## config.mk

```make
export PLATFORM = sky130hd
export DESIGN_NAME = uart_display_scroller
export DESIGN_NICKNAME = d
export VERILOG_FILES = /design/src/rtl/uart_display_scroller.sv
export SDC_FILE = /design/constraint.sdc
export NUM_CORES = 1
export LEC_CHECK = 0
export ABC_AREA = 1
export ABC_CLOCK_PERIOD_IN_PS = 2200
export BUFFER_PORTS_ARGS = -buffer_cell sky130_fd_sc_hd__buf_2
export CAP_MARGIN = 25
export CORE_MARGIN = 10
export CORE_UTILIZATION = 53
export CTS_BUF_LIST = sky130_fd_sc_hd__clkbuf_8
export CTS_CLUSTER_SIZE = 14
export DETAILED_ROUTE_END_ITERATION = 16
export PLACE_DENSITY = 0.79
export SLEW_MARGIN = 20
export SYNTH_ARGS = -nofsm -noshare
export SYNTH_HDL_FRONTEND = slang
export SYNTH_SLANG_ARGS = --single-unit
```

## constraint.sdc

```tcl
create_clock -name clk -period 2.2 [get_ports clk]
set_input_delay 0.44 -clock clk [delete_from_list [all_inputs] [get_ports clk]]
set_output_delay 0.44 -clock clk [all_outputs]
set_load 0.1 [all_outputs]
```

## src/rtl/uart_display_scroller.sv

```systemverilog
// Filters received UART bytes into hex digit codes, buffers them in a small
// FIFO and scrolls them into a four-digit display word from the right.
//
// state | meaning
// IDLE  | nothing to show, timer held at 0
// COUNT | waiting out one scroll period
// SHIFT | pop one code and shift it into word[3:0]
module uart_display_scroller #(
  parameter int         SCROLL_TICKS = 25000000,
  parameter int         FIFO_DEPTH   = 8,
  parameter logic [3:0] ERR_CODE     = 4'hE
) (
  input  logic                          clk,
  input  logic                          reset,
  input  logic [7:0]                    rx_data,
  input  logic                          rx_valid,
  input  logic                          rx_perror,
  input  logic                          rx_ferror,
  input  logic                          clear,
  output logic [15:0]                   word,
  output logic [$clog2(FIFO_DEPTH):0]   fifo_count,
  output logic                          overflow,
  output logic                          busy
);

  localparam int AW = $clog2(FIFO_DEPTH);
  localparam int TW = $clog2(SCROLL_TICKS);
  localparam logic [AW:0]   CNT_ONE  = (AW+1)'(1);
  localparam logic [AW:0]   CNT_FULL = (AW+1)'(FIFO_DEPTH);
  localparam logic [TW-1:0] T_LAST   = TW'(SCROLL_TICKS - 1);

  typedef enum logic [1:0] {IDLE, COUNT, SHIFT} state_t;

  state_t          state, state_nxt;
  logic [TW-1:0]   timer, timer_nxt;
  logic [3:0]      mem [FIFO_DEPTH];
  logic [AW-1:0]   wr_ptr, rd_ptr;
  logic [AW:0]     count_nxt;
  logic            enc_valid;
  logic [3:0]      enc_code;
  logic            full, empty, push, pop, drop;

  assign full  = (fifo_count == CNT_FULL);
  assign empty = (fifo_count == '0);
  assign pop   = (state == SHIFT) && !empty;
  // A pop on the same edge frees a slot, so a full FIFO still accepts the byte.
  assign push  = enc_valid && (!full || pop);
  assign drop  = enc_valid && full && !pop;
  assign busy  = (state != IDLE) || !empty;

  // Map a received byte to a digit code; errored bytes always produce ERR_CODE.
  always_comb begin
    enc_valid = 1'b0;
    enc_code  = 4'h0;
    if (rx_valid) begin
      if (rx_perror || rx_ferror) begin
        enc_valid = 1'b1;
        enc_code  = ERR_CODE;
      end else if (rx_data >= 8'h30 && rx_data <= 8'h39) begin
        enc_valid = 1'b1;
        enc_code  = rx_data[3:0];
      end else if ((rx_data >= 8'h41 && rx_data <= 8'h46) ||
                   (rx_data >= 8'h61 && rx_data <= 8'h66)) begin
        enc_valid = 1'b1;
        enc_code  = rx_data[3:0] + 4'd9;
      end
    end
  end

  // Occupancy after this edge's push/pop.
  always_comb begin
    count_nxt = fifo_count;
    if (push && !pop) begin
      count_nxt = fifo_count + CNT_ONE;
    end else if (pop && !push) begin
      count_nxt = fifo_count - CNT_ONE;
    end
  end

  // Scroll sequencing: next state and timer.
  always_comb begin
    state_nxt = state;
    timer_nxt = timer;
    case (state)
      IDLE: begin
        timer_nxt = '0;
        if (!empty) begin
          state_nxt = COUNT;
        end
      end
      COUNT: begin
        if (timer == T_LAST) begin
          state_nxt = SHIFT;
          timer_nxt = '0;
        end else begin
          timer_nxt = timer + TW'(1);
        end
      end
      SHIFT: begin
        timer_nxt = '0;
        state_nxt = (count_nxt != '0) ? COUNT : IDLE;
      end
      default: begin
        state_nxt = IDLE;
        timer_nxt = '0;
      end
    endcase
  end

  // Control registers, pointers and display word; reset and clear both flush.
  always_ff @(posedge clk) begin
    if (!reset || clear) begin
      state      <= IDLE;
      timer      <= '0;
      wr_ptr     <= '0;
      rd_ptr     <= '0;
      fifo_count <= '0;
      overflow   <= 1'b0;
      word       <= 16'h0000;
    end else begin
      state      <= state_nxt;
      timer      <= timer_nxt;
      fifo_count <= count_nxt;
      if (push) begin
        wr_ptr <= wr_ptr + AW'(1);
      end
      if (pop) begin
        rd_ptr <= rd_ptr + AW'(1);
        word   <= {word[11:0], mem[rd_ptr]};
      end
      if (drop) begin
        overflow <= 1'b1;
      end
    end
  end

  // Code storage; contents need no reset since the pointers define validity.
  always_ff @(posedge clk) begin
    if (reset && !clear && push) begin
      mem[wr_ptr] <= enc_code;
    end
  end

endmodule

```

==> metrics.txt <==
Power Total between 2 and 3 mW; Post-DP HPWL 6020 um; Switching Fraction 0.231; Final Non-Filler Cells 608; slowest stage delay, CP 0.37 ns; Worst Setup Start Kind register; Final Setup Violations 0; total track usage 0.143; final-report max-slew violation count 0; critical path, cell by cell inv_2, ha_4, nand3_2, nor2_1, inv_1, nor2_4, inv_1, buf_6; Starting Density 0.543; CTS H-tree depth 3; I/O Buffers 35; power share of the clock group 0.350; worst path arrival time 1.61 ns; period utilization 0.930; first-pass GRT wire length around 13,000 um; Post-CTS Setup Bufs 0; P_int 2.17 mW; Seq/Total Area, Yosys 0.522; gate count of the mapped netlist roughly 450; Final nets 526; 1st-iter DRT viols between 200 and 250; router iterations before antenna repair 5; RSZ-0062 raised after global routing no; Post-Place Worst Slack 0.0242 ns; Worst Hold Slack 0.446 ns; ANT nets after route 0; area delta synth->final 15.5%; CTS Buf Count 9; fill cell count 646; worst vdd ir around 0.38 mV; routability cong. 0.947; ant diodes 0; sequential power share 0.588; Worst Path Max Fanout 5; design area between 4000 and 5000 sq um; CP max stage cell dfxtp_4; power per cell area 625 nW/um^2; Synth Warn # 0; final core utilization 0.627; post-DR wirelength/cell 13.4 um; Worst Hold Launch clear; GRT overflow 0; Hold-fix buffers, CTS 0; Max-slew headroom 0.676; combinational group share of total power 0.063; CTS sink cnt 86; via count ~3,200; Lkg Pwr 1.79 nW; die extent in x 106 um; antenna violations before repair 0; syn avg cell area 8.62 sq um; Post-Syn Area between 3000 and 4000 sq um; FF-to-FF Start timer[0]; Post-DP Area ~4300 sq um; critical path's top delay family buffers and inverters; Clk Latency, worst-skew pair 0.36 ns; Crit. End Element output port; Cell variety after synth 35; Max Fclk between 400 and 500 MHz; measured slew at the worst slew-check pin 0.485 ns; crit path kind register to output port; TritonCTS clock tree built; final WL 8120 um; Final TNS setup 0 ns; footprint of the multi-input gates 1670 sq um; die height 106 um; FF/Latch Area roughly 2100 sq um; vias in the first global route 2,959; status finished, final reports clean; Sw Pwr 0.654 mW; Final Worst Setup Slack about 0.15 ns; core footprint around 7200 sq um; syn_nets 476; Tmin final 2.05 ns; clock-pin slew on the worst setup and hold paths about 0.08 ns; Inst Count DP 592; post-DR vias/cell 5.32; placement row count 31; die area 11,200 sq um; crit-path most repeated cell inv_1; Clock Skew between 0.01 and 0.015 ns; HP Class primary input to register; CTS root buffer clkbuf_8; maximum buffer depth of the clock tree 2; FF+latch count, synth 86; CP startpoint fifo_count[0]; largest net degree at the start of global routing 25; Residual DRC 0; I/O pins 36; final hold vios 0; Max-cap violations 0; fraction of layout cells with a size suffix above 1 0.179; CP required ~1.8 ns; worst path bufs/invs 4
-- worst reg2reg max path, delay by kind of cell, from the launching register on --
kind / cells / cell delay [ns]
flip-flops: 1 / 0.36
AND/OR/NAND/NOR: 7 / 1.09
adder cells (fa/ha/maj): 1 / 0.20
buffers and inverters: 1 / 0.18
-- Yosys cell counts --
library cell | number | share of area
ha_1 | 8 | 0.026
nor3_4 | 2 | 0.0083
dfxtp_1 | 54 | 0.28
nand2_1 | 57 | 0.055
edfxtp_1 | 32 | 0.25
nand3_2 | 1 | 0.0026
xnor2_2 | 1 | 0.0042
a21oi_1 | 20 | 0.026
nor2_4 | 1 | 0.0029
nand2_4 | 1 | 0.0029
nor2_2 | 2 | 0.0032
xor2_1 | 10 | 0.022
nor2_1 | 80 | 0.077
inv_1 | 46 | 0.044
nor4_2 | 1 | 0.0032
or2_2 | 2 | 0.0032
nand4_1 | 9 | 0.014
o221ai_1 | 4 | 0.0089
o21bai_1 | 1 | 0.0019
nand3_1 | 26 | 0.033
xnor2_1 | 4 | 0.0089
clkbuf_1 | 9 | 0.0086
nor3b_1 | 3 | 0.0058
o211ai_1 | 6 | 0.012
nor4_1 | 4 | 0.0064
a31oi_1 | 2 | 0.0032
or4_1 | 1 | 0.0019
nand2_2 | 4 | 0.0064
nand4_4 | 1 | 0.0054
o22ai_1 | 4 | 0.0064
buf_2 | 4 | 0.0051
and3_1 | 2 | 0.0032
nor3_1 | 16 | 0.020
o21ai_0 | 34 | 0.043
o21a_1 | 2 | 0.0038
-- cell families after synthesis --
group | after synthesis | synth area share
simple gates | 213 | 0.255
flops | 86 | 0.522
compound gates | 73 | 0.105
buf+inv | 59 | 0.0578
xor+xnor | 15 | 0.0355
fa+ha+maj | 8 | 0.0256
-- worst paths after layout --
kind	slack, ns	cells past startpoint	endpoint
min reg2reg	0.46	1	timer[0]
min	0.45	4	wr_ptr[1]
max	0.15	8	busy
max reg2reg	0.25	9	timer[14]
-- power groups by stage --
stage	Clock [mW]	Combinational [mW]	Sequential, mW
after floorplan	0	0.0965	1.71
after detailed placement	0	0.168	1.70
after CTS	1.00	0.171	1.66
after global routing	1.08	0.195	1.66
after global placement	0	0.165	1.70
final	0.988	0.178	1.66
-- area by class of cell --
class | instances | share of cell area
inverters | 46 | 0.0382
repair buffers | 52 | 0.0711
flip-flops and latches | 86 | 0.454
multi-input cells | 309 | 0.370
well taps | 99 | 0.0274
clock inverters | 5 | 0.00609
clock buffers | 11 | 0.0335
-- timing repair --
item / 4_1_cts / 5_1_grt
pin swaps: 0 / 1
endpoints found under the setup margin: 1 / 18
resized for setup: 2 / 7
-- layer usage --
| metal | part of all wire | global-route usage | wire length (um) |
|---|---|---|---|
| met5 | 0 | 0 | 0 |
| met4 | 0.022 | 0.0658 | 181 |
| met3 | 0.061 | 0.0399 | 497 |
| met2 | 0.46 | 0.230 | 3740 |
| met1 | 0.46 | 0.175 | 3700 |
-- cells in the final DEF, fill, tap and decap left out, types with 2 or more instances in the layout --
cell / synthesis / routed
nor3b_1: 3 / 3
nand3_1: 26 / 25
o21a_1: 2 / 2
xor2_1: 10 / 10
nor3_1: 16 / 16
inv_2: 0 / 2
and3_1: 2 / 2
ha_1: 8 / 7
buf_4: 0 / 16
a21oi_1: 20 / 20
buf_2: 4 / 34
nor2_2: 2 / 2
o211ai_1: 6 / 6
nand4_1: 9 / 9
o221ai_1: 4 / 4
o21ai_0: 34 / 34
xnor2_1: 4 / 4
a31oi_1: 2 / 2
nor2_1: 80 / 79
nor2_4: 1 / 2
nor3_4: 2 / 2
nand3_2: 1 / 2
clkbuf_8: 0 / 11
or2_2: 2 / 2
dfxtp_4: 0 / 2
edfxtp_1: 32 / 32
dfxtp_1: 54 / 50
o22ai_1: 4 / 4
nand2_1: 57 / 57
nor4_1: 4 / 4
dfxtp_2: 0 / 2
nand2_2: 4 / 4
inv_1: 46 / 46
-- state kept, by name, indices dropped and copies added, names as in the netlist --
name and flops:
wr_ptr 3, overflow 1, mem 32, state 2, fifo_count 4, word 16
rd_ptr 3, timer 25
Note: power is estimated with default switching activity, not from simulation.
